**config.mk**
```make
export PLATFORM = sky130hd
export DESIGN_NAME = mux_out_serializer
export DESIGN_NICKNAME = d
export VERILOG_FILES = /design/src/rtl/mux_out_serializer.sv
export SDC_FILE = /design/constraint.sdc
export NUM_CORES = 1
export LEC_CHECK = 0
export ABC_AREA = 0
export CAP_MARGIN = 20
export CORE_ASPECT_RATIO = 0.8
export CORE_MARGIN = 3
export CORE_UTILIZATION = 30
export CTS_CLUSTER_SIZE = 14
export DETAILED_ROUTE_END_ITERATION = 12
export SYNTH_ARGS = -nofsm -noshare
export SYNTH_HDL_FRONTEND = slang
export SYNTH_SLANG_ARGS = --single-unit
```
**constraint.sdc**
```tcl
create_clock -name clk -period 3 [get_ports clk]
set_input_delay 0.45 -clock clk [delete_from_list [all_inputs] [get_ports clk]]
set_output_delay 0.45 -clock clk [all_outputs]
set_load 0.02 [all_outputs]
```
**src/rtl/mux_out_serializer.sv**
```systemverilog
// Drain sequencer for the 8:1 output mux: walks enabled channels, reads num_words
// words from each result buffer and streams them out as one AXI4-Stream frame.
module mux_out_serializer #(
    parameter int DATA_WIDTH = 16,
    parameter int ADDR_WIDTH = 10
) (
    input  logic                  clk,
    input  logic                  rst_n,
    input  logic                  start,
    input  logic [ADDR_WIDTH-1:0] num_words,
    input  logic [7:0]            ch_mask,
    output logic [ADDR_WIDTH-1:0] rd_addr,
    output logic [2:0]            mux_sel,
    input  logic [DATA_WIDTH-1:0] mux_data,
    output logic [DATA_WIDTH-1:0] m_axis_tdata,
    output logic                  m_axis_tvalid,
    input  logic                  m_axis_tready,
    output logic                  m_axis_tlast,
    output logic                  busy,
    output logic                  done
);
    typedef enum logic [1:0] {IDLE, RUN, DRAIN, DONE} state_t;

    localparam logic [ADDR_WIDTH-1:0] ONE = 1;

    state_t                        state, state_nx;
    logic [ADDR_WIDTH-1:0]         nw_r, addr_r;
    logic [7:0]                    mask_r;
    logic [2:0]                    ch_r, nxt_ch, low_ch;
    logic                          has_nxt, start_empty;
    logic                          pend, pend_last, busy_r;
    logic [1:0][DATA_WIDTH-1:0]    fd;
    logic [1:0]                    fl;
    logic                          wp, rp;
    logic [1:0]                    cnt;
    logic                          pop, issue, addr_end, iss_last;
    logic [8:0]                    below9;
    logic [7:0]                    higher;

    assign m_axis_tvalid = (cnt != 2'd0);
    assign m_axis_tdata  = fd[rp];
    assign m_axis_tlast  = m_axis_tvalid & fl[rp];
    assign busy          = busy_r;
    assign done          = (state == DONE);

    assign pop         = m_axis_tvalid & m_axis_tready;
    assign start_empty = (ch_mask == 8'd0) || (num_words == '0);
    assign addr_end    = (addr_r == nw_r - ONE);

    // Occupancy after this cycle's write/pop must leave room for the read issued now.
    assign issue    = (state == RUN) &&
                      (({1'b0, cnt} + {2'b0, pend}) <= (3'd1 + {2'b0, pop}));
    assign iss_last = issue && addr_end && !has_nxt;

    // Channels strictly above the current one that are still enabled.
    assign below9 = (9'd2 << ch_r) - 9'd1;
    assign higher = mask_r & ~below9[7:0];

    always_comb begin
        nxt_ch  = ch_r;
        has_nxt = 1'b0;
        for (int i = 7; i >= 0; i--) begin
            if (higher[i]) begin
                nxt_ch  = 3'(i);
                has_nxt = 1'b1;
            end
        end
    end

    always_comb begin
        low_ch = 3'd0;
        for (int i = 7; i >= 0; i--) begin
            if (ch_mask[i]) low_ch = 3'(i);
        end
    end

    always_comb begin
        state_nx = state;
        case (state)
            IDLE:    if (start) state_nx = start_empty ? DONE : RUN;
            RUN:     if (iss_last) state_nx = DRAIN;
            DRAIN:   if (pop && m_axis_tlast) state_nx = DONE;
            DONE:    state_nx = IDLE;
            default: state_nx = IDLE;
        endcase
    end

    always_ff @(posedge clk) begin
        if (!rst_n) begin
            state     <= IDLE;
            nw_r      <= '0;
            mask_r    <= '0;
            ch_r      <= '0;
            addr_r    <= '0;
            rd_addr   <= '0;
            mux_sel   <= '0;
            pend      <= 1'b0;
            pend_last <= 1'b0;
            busy_r    <= 1'b0;
            fd        <= '0;
            fl        <= '0;
            wp        <= 1'b0;
            rp        <= 1'b0;
            cnt       <= 2'd0;
        end else begin
            state <= state_nx;
            if (state == IDLE && start) begin
                nw_r   <= num_words;
                mask_r <= ch_mask;
                ch_r   <= low_ch;
                addr_r <= '0;
                busy_r <= !start_empty;
            end
            if (state == DONE) busy_r <= 1'b0;
            if (issue) begin
                rd_addr <= addr_r;
                mux_sel <= ch_r;
                if (addr_end) begin
                    addr_r <= '0;
                    ch_r   <= nxt_ch;
                end else begin
                    addr_r <= addr_r + ONE;
                end
            end
            pend      <= issue;
            pend_last <= iss_last;
            // Buffer data for last cycle's read is on mux_data now.
            if (pend) begin
                fd[wp] <= mux_data;
                fl[wp] <= pend_last;
                wp     <= ~wp;
            end
            if (pop) rp <= ~rp;
            cnt <= cnt + {1'b0, pend} - {1'b0, pop};
        end
    end

    a_no_overflow: assert property (@(posedge clk) disable iff (!rst_n)
        !(pend && !pop && cnt == 2'd2));

endmodule
```
Word level (Yosys, flattened, before mapping)
Index checks and enable logic that the tools add are counted.

Word-level logic and storage cells: 104. Register bits after elaboration: 87. Output and inout port bits: 33.

Magnitude comparators: 4. Shift operators: 1. Bitwise gates (word level): 7. Muxes and demuxes: 45. Eq/ne operators: 8. Reduce and logical (&&, ||, !) cells: 16. Add/sub/neg operators: 7.

Operators by type and width (count): $mux W3 (19); $mux W16 (3); $bwmux W32 (1); $mux W10 (3); $demux W16 S1 (1); $mux W1 (11); $add A10 B1 Y10 const B (1); $eq A10 B10 Y1 (1); $logic_not A10 Y1 (1); $ne A10 B2 Y1 const B (1); $sub A10 B1 Y10 const B (1); $and A8 B8 Y8 (1); $logic_not A8 Y1 (1); $mux W2 (4); $not A8 Y8 (1); $pmux W2 S4 (1); $shl A2 B3 Y8 const A (1); $sub A8 B1 Y8 const B (1); $logic_and A1 B1 Y1 (6); $ne A2 B2 Y1 const B (3); $eq A2 B2 Y1 const B (2); $lt A1 B2 Y1 const B (2); $reduce_bool A2 Y1 (2); $add A2 B1 Y3 (1); 15 further kinds (19).

Longest topological paths before layout
Depth in word-level cells: 16. Depth in mapped cells: 12. Mapped depth without buffers: 11.

Least setup slack after synthesis
No wires, ideal clock.

Kind: reg-to-reg. Start: register cnt[0]. End: register mux_sel[0]. Stages on the path, launching flop included: 11. Required time: 2.872 ns. Library setup time: 0.128 ns. Setup slack: 0.215 ns. Arrival time: 2.657 ns. Clock period less this slack: 2.785 ns. Path through: dfxtp_1 > nor2_1 > inv_1 > nand2_1 > inv_1 > fa_1 > o31a_1 > o21ai_2 > clkbuf_1 > mux2i_1 > nor2_1.

Longest elaborated chain between the ends: 5. Elaborated cells between the ends (all ways): 6.

Ends and longest elaborated chain: start, declared (RTL line 35) `logic [1:0] cnt;`; start signal, assigned (RTL line 134) `cnt <= cnt + {1'b0, pend} - {1'b0, pop};`; $reduce_bool A2 Y1 (RTL line 40) `assign m_axis_tvalid = (cnt != 2'd0);`; net m_axis_tvalid (RTL line 16) `output logic m_axis_tvalid,`; $and A1 B1 Y1 (RTL line 46) `assign pop = m_axis_tvalid & m_axis_tready;`; net pop (RTL line 36) `logic pop, issue, addr_end, iss_last;`; $add A1 B1 Y2 (RTL line 52) `(({1'b0, cnt} + {2'b0, pend}) <= (3'd1 + {2'b0, pop}));`; $le A3 B2 Y1 (RTL line 52); $logic_and A1 B1 Y1 (RTL line 51) `assign issue = (state == RUN) &&`; end signal, assigned (RTL line 117) `mux_sel <= ch_r;`; end, declared (RTL line 13) `output logic [2:0] mux_sel,`.

The timed path passes the listed nets, and every way through them passes these cells. A chain may end at the register's enable or synchronous reset.

Final worst setup path
Start: register ch_r[1]. End: register state[0].

Longest elaborated chain between the ends: 16.

Ends and longest elaborated chain: start, declared (RTL line 29) `logic [2:0] ch_r, nxt_ch, low_ch;`; start signal, assigned (RTL line 110) `ch_r <= low_ch;`; start signal, assigned (RTL line 120) `ch_r <= nxt_ch;`; $shl A2 B3 Y8 (*) (RTL line 56) `assign below9 = (9'd2 << ch_r) - 9'd1;`; $sub A8 B1 Y8 (*) (RTL line 56); $not A8 Y8 (*) (RTL line 57) `assign higher = mask_r & ~below9[7:0];`; $and A8 B8 Y8 (*) (RTL line 57); $mux W1 (7 in series) (RTL line 63) `if (higher[i]) begin`; $mux W1 (*) (RTL line 63); $logic_not A1 Y1 (*) (RTL line 53) `assign iss_last = issue && addr_end && !has_nxt;`; $logic_and A1 B1 Y1 (*) (RTL line 53); $ne A2 B2 Y1 (no line) (*); $reduce_and A3 Y1 (no line) (*); end signal, assigned (RTL line 106) `state <= state_nx;`; end, declared (RTL line 26) `state_t state, state_nx;`.

Every way passes the cells marked *; elsewhere a longest branch is shown, timed or not.

==> flow_metrics.py <==
metrics = {
    "route": {
        "drt-initial-drc-count": 356,
        "drc": 0,
        "finalWirelength_mm": 11.4,
        "ant_nets": 0,
        "vias_per_cell": 4.99,
        "vias": 4088,
        "first_pass_iters": 5,
        "wl_per_cell_um": 13.9,
    },
    "logic_synthesis": {
        "synth_most_common_cell": "nand2_1",
        "synthSimpleGateAreaFrac": 0.248,
        "synth_xor_area_frac": 0.0353,
        "synthMuxAreaShare": 0.0787,
        "synth_edf_count": 0,
        "syn_nets": 619,
        "synth_top_family_by_area": "simple AND/OR/NAND/NOR gates",
        "synthAdderAreaFrac": 0.0409,
        "ys_ff_latch": 86,
        "synth_common_cells": "nand2_1, dfxtp_1, a21oi_1, nor2_1, clkbuf_1",
        "synth.yosys.seq_area_share": 0.385,
        "synth_cell_types": 60,
        "synth_compound_area_frac": 0.156,
        "netlist_top_cells_area": "dfxtp_1, nand2_1, a21oi_1, mux2_2, ha_1",
        "synth_cells": 567,
        "synth.avg_cell_area_sq_um": 7.88,
        "yosysTopAreaCellShare": 0.385,
        "synth_area_sq_um": 4470,
        "yosysTopAreaCell": "dfxtp_1",
        "synth_ff_type": "dfxtp_1",
        "synth_warnings": 0,
        "async_flop_share": 0,
    },
    "floorplan": {
        "core_area_sq_um": 14400,
        "die_y_um": 115,
        "die_w_um": 142,
        "initial_utilization": 0.309,
        "ioPinCount": 71,
        "die_area_sq_um": 16400,
        "rows": 39,
    },
    "final_layout": {
        "drive_above_1_share": 0.102,
        "diodes": 0,
        "area_delta_synth_final_pct": 26.6,
        "nets": 682,
        "final_area_sq_um": 5660,
        "fillCellCount": 1452,
    },
    "timing": {
        "rsz0062_at_grt": "no",
        "skew_ns": 0.00840,
        "drv_slew": 0,
        "tightestPinTransition_ns": 0.784,
        "setup_violations": 0,
        "hold_viol": 0,
        "holdWs_ns": 0.454,
        "setup_slack_ns": 0.238,
        "fin_crit_ns": 2.76,
        "fin_tns_setup_ns": 0,
        "relSlewSlack": 0.477,
        "period_share": 0.921,
        "fmax_mhz": 362,
    },
    "clock_tree": {
        "ctsHtreeMaxLevel": 3,
        "cts_tree": "done",
        "clk_pin_slew_ns": 0.06,
        "cts_hold_buf": 0,
        "post-cts-setup-buffer-count": 0,
        "cts_buffers": 9,
        "cts_buffer_depth": 2,
        "clkLatencyLatePin_ns": 0.34,
        "cts_resized": 0,
        "cts-root-buf": "clkbuf_16",
        "cts_sinks": 86,
    },
    "worst_setup_path": {
        "critPathArrivalTime_ns": 3.02,
        "critPathLaunchType": "flip-flop",
        "crit_fanout": 7,
        "criticalPathCategory": "flip-flop to flip-flop",
        "cp-end-kind": "flip-flop",
        "r2r-end": "state[0]$_SDFFE_PN0P_",
        "required_ns": 3.26,
        "reg2reg_setup_slack_ns": 0.24,
        "reg2reg_from": "ch_r[1]$_SDFFE_PN0P_",
        "r2r_cells": 8,
        "crit_start": "ch_r[1]$_SDFFE_PN0P_",
    },
    "pwr": {
        "powerDensity_nw_per_um2": 699,
        "leakagePower_nw": 2.07,
        "irDropWorstVdd_mv": 0.320,
    },
    "run_status": {
        "status": "completed",
    },
    "hold_path": {
        "hp-start": "fd[3]$_SDFFE_PN0P_",
        "holdPathStages": 2,
        "hold_path_end": "fd[3]$_SDFFE_PN0P_",
        "min_path_type": "flip-flop to flip-flop",
    },
    "grt": {
        "grt-ovfl-total": 0,
        "grt_pass1_vias": 3830,
        "antenna_found_initial": 0,
        "track_usage": 0.141,
        "grt_first_pass_wirelength_mm": 18.8,
        "grt_start_max_net_pins": 29,
    },
    "place": {
        "post-place-ws_ns": -0.0509,
        "dp_hpwl_mm": 8.35,
        "placed_cell_area_sq_um": 5380,
        "place.port_buffers": 70,
        "globalplace.congestion": 0.848,
    },
    "job": {
        "cap_viol_max_count": 0,
    },
}
[cell usage in the layout (no fill, tap or decap), drive strengths merged, types with 2 or more instances in the layout]
master	instances
dfxtp	86
nand2b	5
or3	4
xor2	4
nand2	138
inv	20
and2	5
o21bai	3
or4b	2
clkdlybuf4s50	70
mux2	17
nor2b	4
clkbuf	16
buf	20
o221ai	2
mux2i	16
o211ai	11
a21oi	59
a31oi	5
nor4	7
o21ai	19
xnor2	14
nor2	32
and3	3
or3b	4
nand4	2
ha	13
a22oi	2
o22ai	2
nor3b	2
nor3	15
nand3b	2
or4	2
nand3	11
or2	5
[cell families (layout without fill, tap and decap cells)]
logic type | count (synthesis) | count (layout)
and+or+nand+nor | 244 | 244
AOI/OAI and AO/OA | 114 | 114
DFF | 86 | 86
buffers and inverters | 58 | 126
muxes | 33 | 33
xor gates and xnor gates | 18 | 18
adders and majority gates | 14 | 14
[flip-flops by register name (all words and copies together) (netlist names)]
name,count
fl,2
mask_r,7
ch_r,3
cnt,2
mux_sel,3
pend,1
state,2
rp,1
rd_addr,10
pend_last,1
nw_r,10
fd,32
addr_r,10
wp,1
busy,1
[per-layer routing]
metal | GRT usage | part of all wire
met3 | 0.0366 | 0.054
met4 | 0.0367 | 0.013
met5 | 0 | 0
met2 | 0.219 | 0.45
met1 | 0.196 | 0.48
[worst max path at each step]
stage                                    to  slack, ns
detailed placement    state[0]$_SDFFE_PN0P_      -0.05
floorplan           mux_sel[0]$_SDFFE_PN0P_       0.22
finish                state[0]$_SDFFE_PN0P_       0.24
CTS                   state[0]$_SDFFE_PN0P_       0.23
global route         addr_r[3]$_SDFFE_PN0P_       0.03
global placement      state[0]$_SDFFE_PN0P_       0.05
[metrics by stage]
step,power [mW],util,instances
after floorplan,2.46,-,567
after global placement,2.88,0.372,803
final,3.96,0.392,819
after CTS,4.00,0.392,819
after detailed placement,2.93,0.372,803
after global routing,4.24,0.392,819
[layout make-up]
class	instances	area, sq um	area share
Multi-Input combinational cell	423	2500	0.441
Sequential cell	86	1720	0.304
Timing Repair Buffer	90	851	0.150
Clock buffer	16	282	0.0498
Tap cell	184	230	0.0407
Inverter	20	75.1	0.0133
[critical path, stage by stage, from the launching register on]
cell      delay, ns
dfxtp_1        0.33
or3_1          0.35
ha_1           0.27
or3b_1         0.41
a21oi_2        0.15
o22ai_1        0.17
or3b_4         0.42
or4b_1         0.48
o211ai_1       0.11
[where the power goes]
group          switching, mW  internal, mW
combinational          0.835         0.670
sequential             0.122          1.27
clock                  0.427         0.631
No activity file was read; power rests on OpenSTA's default activity.
